`config.mk`:
```
export PLATFORM = sky130hd
export DESIGN_NAME = stage_layer_sched
export DESIGN_NICKNAME = d
export VERILOG_FILES = /design/src/rtl/stage_layer_sched.sv
export SDC_FILE = /design/constraint.sdc
export NUM_CORES = 1
export LEC_CHECK = 0
export BUFFER_PORTS_ARGS = -buffer_cell sky130_fd_sc_hd__buf_4
export CAP_MARGIN = 20
export CORE_ASPECT_RATIO = 0.6
export CORE_UTILIZATION = 55
export CTS_CLUSTER_DIAMETER = 100
export DETAILED_ROUTE_END_ITERATION = 16
export HOLD_SLACK_MARGIN = 0.02
export PLACE_DENSITY = 0.74
export SYNTH_ARGS = -nofsm -noshare
export SYNTH_HDL_FRONTEND = slang
export SYNTH_SLANG_ARGS = --single-unit
```
`constraint.sdc`:
```
create_clock -name clk -period 5.9 [get_ports clk]
set_input_delay 0.59 -clock clk [delete_from_list [all_inputs] [get_ports clk]]
set_output_delay 0.59 -clock clk [all_outputs]
set_load 0.01 [all_outputs]
```
`src/rtl/stage_layer_sched.sv`:
```
// Layer scheduler: steps a compute stage through a host-programmed table of
// per-layer configs, flushing the stage before each layer and counting output beats.
module stage_layer_sched #(
    parameter int LAYERS       = 8,
    parameter int LAYER_AW     = 3,
    parameter int FLUSH_CYCLES = 4,
    parameter int CNT_W        = 8
) (
    input  logic                clk,
    input  logic                reset,
    input  logic                cfg_wr_vld,
    output logic                cfg_wr_rdy,
    input  logic [LAYER_AW-1:0] cfg_wr_addr,
    input  logic [10+CNT_W:0]   cfg_wr_data,
    input  logic [LAYER_AW:0]   num_layers,
    input  logic                start,
    input  logic                abort,
    input  logic                data_out_vld,
    output logic [2:0]          load_length,
    output logic [3:0]          load_depth,
    output logic [2:0]          bias_length,
    output logic                state_length,
    output logic                stage_reset,
    output logic [LAYER_AW-1:0] layer_index,
    output logic                busy,
    output logic                done
);
    localparam int DW = 11 + CNT_W;
    localparam int FW = $clog2(FLUSH_CYCLES + 1);

    typedef enum logic [2:0] {IDLE, LOAD, FLUSH, RUN, DONE} state_t;

    state_t             state, state_nxt;
    logic [DW-1:0]      tbl [LAYERS];
    logic [CNT_W-1:0]   out_count;
    logic [CNT_W-1:0]   beat_cnt;
    logic [FW-1:0]      flush_cnt;
    logic [LAYER_AW:0]  nl_lat;
    logic [LAYER_AW:0]  nl_clamp;
    logic               wr_en;
    logic               layer_cmp;
    logic               layer_last;
    logic               active;

    assign wr_en      = cfg_wr_vld && (state == IDLE) &&
                        ({1'b0, cfg_wr_addr} < (LAYER_AW+1)'(LAYERS));
    assign nl_clamp   = (num_layers > (LAYER_AW+1)'(LAYERS)) ? (LAYER_AW+1)'(LAYERS) : num_layers;
    // An out_count of zero means the layer produces nothing: finish on the first RUN cycle.
    assign layer_cmp  = (out_count == '0) ||
                        (data_out_vld && (beat_cnt == out_count - 1'b1));
    assign layer_last = (({1'b0, layer_index} + 1'b1) == nl_lat);
    assign active     = (state == LOAD) || (state == FLUSH) || (state == RUN);

    assign cfg_wr_rdy  = (state == IDLE);
    assign stage_reset = (state != RUN);
    assign busy        = (state != IDLE);
    assign done        = (state == DONE);

    always_ff @(posedge clk) begin
        if (reset) state <= IDLE;
        else       state <= state_nxt;
    end

    always_comb begin
        state_nxt = state;
        case (state)
            IDLE:    if (start) state_nxt = (num_layers == '0) ? DONE : LOAD;
            LOAD:    state_nxt = abort ? IDLE : FLUSH;
            FLUSH:   if (abort) state_nxt = IDLE;
                     else if (flush_cnt == '0) state_nxt = RUN;
            RUN:     if (abort) state_nxt = IDLE;
                     else if (layer_cmp) state_nxt = layer_last ? DONE : LOAD;
            DONE:    state_nxt = IDLE;
            default: state_nxt = IDLE;
        endcase
    end

    // Table is plain storage; its contents are undefined until the host writes them.
    always_ff @(posedge clk) begin
        if (wr_en) tbl[cfg_wr_addr] <= cfg_wr_data;
    end

    always_ff @(posedge clk) begin
        if (reset) begin
            load_length  <= '0;
            load_depth   <= '0;
            bias_length  <= '0;
            state_length <= 1'b0;
            out_count    <= '0;
            layer_index  <= '0;
            beat_cnt     <= '0;
            flush_cnt    <= '0;
            nl_lat       <= '0;
        end else if (abort && active) begin
            beat_cnt  <= '0;
            flush_cnt <= '0;
        end else begin
            case (state)
                IDLE: if (start) begin
                    nl_lat      <= nl_clamp;
                    layer_index <= '0;
                end
                LOAD: begin
                    {out_count, state_length, bias_length, load_depth, load_length} <= tbl[layer_index];
                    beat_cnt  <= '0;
                    flush_cnt <= FW'(FLUSH_CYCLES - 1);
                end
                FLUSH: if (flush_cnt != '0) flush_cnt <= flush_cnt - 1'b1;
                RUN: begin
                    if (layer_cmp) begin
                        beat_cnt <= '0;
                        if (!layer_last) layer_index <= layer_index + 1'b1;
                    end else if (data_out_vld) begin
                        beat_cnt <= beat_cnt + 1'b1;
                    end
                end
                default: ;
            endcase
        end
    end
endmodule

```
## Yosys cells after proc, flatten, opt, wreduce, memory -nomap -nowiden

Memories as Yosys holds them, arrays and structs flattened. A register that Yosys moved wholly into a read port is not among the register bits.
Index checks and enable logic that the tools add are counted.

| storage, ports and cells | value |
|---|---|
| register bits | 21 |
| memory bits (writable) | 152 |
| input bits | 32 |
| output and inout port bits | 18 |
| word-level logic and storage cells | 70 |
| memories | 1 |

Memories:

| memory | words | width | rd ports | clocked after Yosys merged registers in | write ports | line | source |
|---|---|---|---|---|---|---|---|
| tbl | 8 | 19 | 1 | 1 | 1 | 34 | `logic [DW-1:0] tbl [LAYERS];` |

| operators by class | value |
|---|---|
| add/subtract/negate cells | 5 |
| magnitude comparators | 1 |
| equality and inequality tests | 14 |
| multiplexer cells | 21 |
| bitwise operators | 1 |
| reduce and logical (&&, ||, !) cells | 22 |

Operators with widths:

| cell | number |
|---|---|
| $mux 3 | 11 |
| $mux 8 | 2 |
| $pmux 8 s2 | 1 |
| $pmux 3 s2 | 2 |
| $pmux 3 s4 | 1 |
| $add 8x1->8 const B | 1 |
| $eq 8x8->1 | 1 |
| $logic_not 8->1 | 1 |
| $sub 8x1->8 const B | 1 |
| $eq 3x2->1 const B | 2 |
| $logic_not 3->1 | 2 |
| $ne 3x2->1 const B | 2 |
| $ne 3x3->1 const B | 2 |
| $reduce_and 2->1 | 3 |
| $reduce_and 3->1 | 2 |
| $reduce_bool 2->1 | 3 |
| $reduce_bool 3->1 | 2 |
| $reduce_and 5->1 | 1 |
| $add 3x1->4 const B | 1 |
| $eq 4x4->1 | 1 |
| $gt 4x4->1 const B | 1 |
| $logic_not 4->1 | 1 |
| $mux 4 | 1 |
| $ne 2x1->1 const B | 2 |
| 11 further kinds | 17 |

## Depth between registers and ports, before layout

| depth | value |
|---|---|
| depth after elaboration | 7 |
| gate-level depth with buffers | 8 |
| depth with buffers taken out | 8 |

## Worst setup path before layout

OpenSTA, ideal clock, no wires.

| path | value |
|---|---|
| path type | register to register |
| start point | register state[1] |
| end point | memory tbl[1][0] (netlist name) (enable) |
| library setup time | 0.419 ns |
| data arrival time | 2.662 ns |
| data required time | 5.481 ns |
| path slack | 2.819 ns |
| stages on the path, launching flop included | 5 |
| path buffers | 1 |
| period minus slack after synthesis | 3.081 ns |
| cells stage by stage | dfxtp_1 clkbuf_1 nor3_1 nand3_1 nor3_1 |

| on the way | value |
|---|---|
| longest elaborated chain between the ends | 4 |

Ends and longest elaborated chain:

| element | line | source |
|---|---|---|
| start, declared | 33 | `state_t state, state_nxt;` |
| start signal, assigned | 61 | `else state <= state_nxt;` |
| $logic_not 3->1 | n/a |  |
| named net cfg_wr_rdy | 12 | `output logic cfg_wr_rdy,` |
| $logic_and 1x1->1 | 45 | `assign wr_en = cfg_wr_vld && (state == IDLE) &&` |
| $mux 1 | 80 | `if (wr_en) tbl[cfg_wr_addr] <= cfg_wr_data;` |
| $mux 1 (implied by the code) | 80 |  |
| end, declared | 34 |  |

The timed path passes the listed nets, and every way through them passes these cells.

## Worst setup path in the final report

| path | value |
|---|---|
| start point | register layer_index[1] |
| end point | register layer_index[2] |

| on the way | value |
|---|---|
| longest elaborated chain between the ends | 4 |
| elaborated cells on any way between the ends | 8 |
| classes of those cells | add/sub: 2; eq/ne: 2; mux: 3; reduce/logical: 1 |

Ends and longest elaborated chain:

| element | line | source |
|---|---|---|
| start, declared | 24 | `output logic [LAYER_AW-1:0] layer_index,` |
| start signal, assigned | 112 | `if (!layer_last) layer_index <= layer_index + 1'b1;` |
| $add 3x1->4 or $add 3x1->3 (tied branches) | 51, 112 |  |
| $eq 4x4->1 or $mux 3 (tied branches) | 51, 112 |  |
| $ne 2x2->1 (no source line) or $mux 3 (tied branches) | n/a |  |
| $reduce_and 5->1 (no source line) or $pmux 3 s2 (tied branches) | n/a |  |

Several ways; a longest one is shown, not always the timed one. The select of a mux whose other input is x is not followed.
A chain may end at the register's enable or synchronous reset.

==> run metrics <==
status=finished clean; Mapped Cells=489; DRC viols=0; Num Clock Sinks=192; Final Critical Period=3.076 ns; Avg Cell Area, Syn=16.00 um^2; ys async rst share=0%; # IOs=50; Worst Max-Slew Pin Slew=1.133 ns; WS Path Type=reg2reg; Top FF cell, synth=edfxtp_1; hpwl dp=9.303 mm; crit share post-route=52.14%; Required @ worst endpoint=6.21 ns; Yosys reg bits=192; Vias/cell=5.945; worst hold path class=in2reg; Slew Viols, Final=0; most common cell in the netlist=edfxtp_1; Bufs on Longest Clock Path=2; gr usage total=21.85%; Root Buffer=clkbuf_16; Synth area leader=edfxtp_1; design area=9016 um^2; Initial Util=56.89%; worst endpoint data arrival time=3.39 ns; H-Tree Depth=4; area of the multi-input gates=2351 um^2; post-route ant nets=0; Die Y-Extent=94.38 um; Ys Warns=0; Distinct cells, synth=49; largest net degree at the start of global routing=45; Die Wd=156.0 um; first-pass GRT wire length=23.22 mm; Net Sw Frac=22.32%; Clock transition at path regs=0.07 ns; row count=33; Via Count=4465; CP endpoint kind=flip-flop; DRT iter0 DRCs=436; post-synthesis cell area=7823 um^2; Avg WL per Cell=20.19 um; sequential area share after synthesis=68.59%; detailed-route wire length=15.16 mm; Crit path largest cell delay=1.08 ns; Synth top cells by count=152 x edfxtp_1, 54 x nor2_1, 40 x dfxtp_1, 38 x mux4_2, 21 x nand2_1; TritonCTS Buffers=17; Worst IR Drop VDD=0.1937 mV; Slew HR=24.48%; Logic pwr share=6.7%; Layout fillers=959; core region area=13750 um^2; RSZ-0062 raised after global routing=false; Synth area leaders=edfxtp_1 58%, mux4_2 11%, dfxtp_1 10%, nor2_1 2.6%, mux2i_1 2.2%; 1st-pass router iterations=4; clock power share=37.6%; Worst setup SP type=flip-flop; ratio of cells with drive above 1 in the final layout=26.48%; CTS tree=yes; number of flops mapped to enable cells by yosys=152; Pwr Density=301.0 nW/um^2; Clock Skew=0.008758 ns; worst path buffer plus inverter count=0; cts hold-fix bufs=0; DIE AREA=14720 um^2; worst-path maximum fanout=43; vias in the first global route=4208; Area Growth Syn to Fin=15.26%; Lkg Pwr=3.079 nW; post-cts resize count=0; Buffers on Ports=49; clock latency on the worst-skew pair=0.42 ns; Area after DPL=8456 um^2; register area=5368 um^2; MaxCap Viol Count=0; Yosys top cell area share=58.35%; Sequential Power Share=55.7%; Int Power=2.108 mW; Fmax achieved=325.1 MHz; Final Hold Violating Endpoints=0; initial antenna violation count=0; NumNets Final=584; Post-CTS Setup Inserts=0; Setup-failing EPs final=0; Slowest-stage cell, CP=dfxtp_2; CP delay by family, top=flip-flops; GP Congestion=0.8881; Hold WS=0.4040 ns; Fin Setup TNS=0 ns; total power draw=2.714 mW; Mapped Nets=527; Diodes inserted=0; Sw Pwr=605.8 uW; Critical Path, Cell by Cell=ha_1, xnor2_1, a2111oi_0, o31ai_1, and3_1, and4bb_2, mux2_2; GRT Residual Overflow=0
-- layout make-up --
class                      count  share of cell area, %
timing repair buffer          60                  5.426
clock buffer                  19                  4.802
sequential                   192                  59.53
tap                          192                  2.664
multi-input combinational    262                  26.08
inverter                      13                 0.5412
clock inverter                13                 0.9575
-- final timing paths --
kind,from,end,slack [ns],cells past startpoint
setup / recovery,layer_index[1],layer_index[2],2.82,7
hold / removal,cfg_wr_data[4],tbl[2][4],0.40,1
setup reg to reg,layer_index[1],layer_index[2],2.82,7
hold reg to reg,nl_lat[3],nl_lat[3],0.50,2
-- kinds of logic after synthesis --
logic type	Yosys count	share of synthesized area (%)
mux	56	13.26
flops	192	68.59
buf+inv	35	1.744
fa+ha+maj	6	0.9597
simple gates	128	8.142
xor+xnor	22	2.463
compound gates	50	4.847
-- power groups by stage --
stage	combinational (mW)	clock [mW]	sequential [mW]
final	0.182	1.02	1.51
after global placement	0.174	0	1.54
after floorplan	0.105	0	1.54
after global routing	0.199	1.08	1.51
after detailed placement	0.178	0	1.54
after CTS	0.179	1.04	1.51
-- metal layers --
layer  global-route usage (%)  part of all wire, %  vias to the layer above
li1                         -                    -                     2025
met1                    32.24                   47                     2293
met2                    32.96                   46                      133
met3                    5.140                  5.9                       14
met4                    5.882                 0.84                        0
met5                        0                    0                        -
-- state kept, by name, indices dropped and copies added (netlist names), 4 cells and up --
| register | count |
|---|---|
| tbl | 152 |
| load_depth | 4 |
| out_count | 8 |
| beat_cnt | 8 |
| nl_lat | 4 |
-- layout by cell type (no fill, tap or decap), drive strengths merged, types with 2 or more instances in the layout --
cell / Yosys / routed
a211oi: 19 / 19
a21oi: 7 / 7
a311oi: 6 / 6
a31oi: 3 / 3
and3: 4 / 4
buf: 9 / 60
clkbuf: 13 / 19
clkinv: 0 / 7
dfxtp: 40 / 40
edfxtp: 152 / 152
ha: 6 / 6
inv: 13 / 18
mux2i: 17 / 17
mux4: 38 / 38
nand2: 21 / 21
nand2b: 3 / 3
nand3: 6 / 6
nor2: 55 / 55
nor2b: 2 / 2
nor3: 10 / 10
nor3b: 8 / 8
nor4: 5 / 5
nor4b: 2 / 2
o21ai: 5 / 5
o32ai: 3 / 3
or2: 3 / 3
or3b: 2 / 2
xnor2: 12 / 12
xor2: 10 / 10
-- stage by stage --
| step | utilization [%] | std cells | setup WS [ns] |
|---|---|---|---|
| floorplan | - | 489 | 2.819 |
| global placement | 61.30 | 715 | 2.907 |
| detailed placement | 61.50 | 716 | 2.806 |
| CTS | 65.27 | 748 | 2.805 |
| global route | 65.57 | 751 | 2.627 |
| finish | 65.57 | 751 | 2.824 |
(Power assumes the default switching activity.)
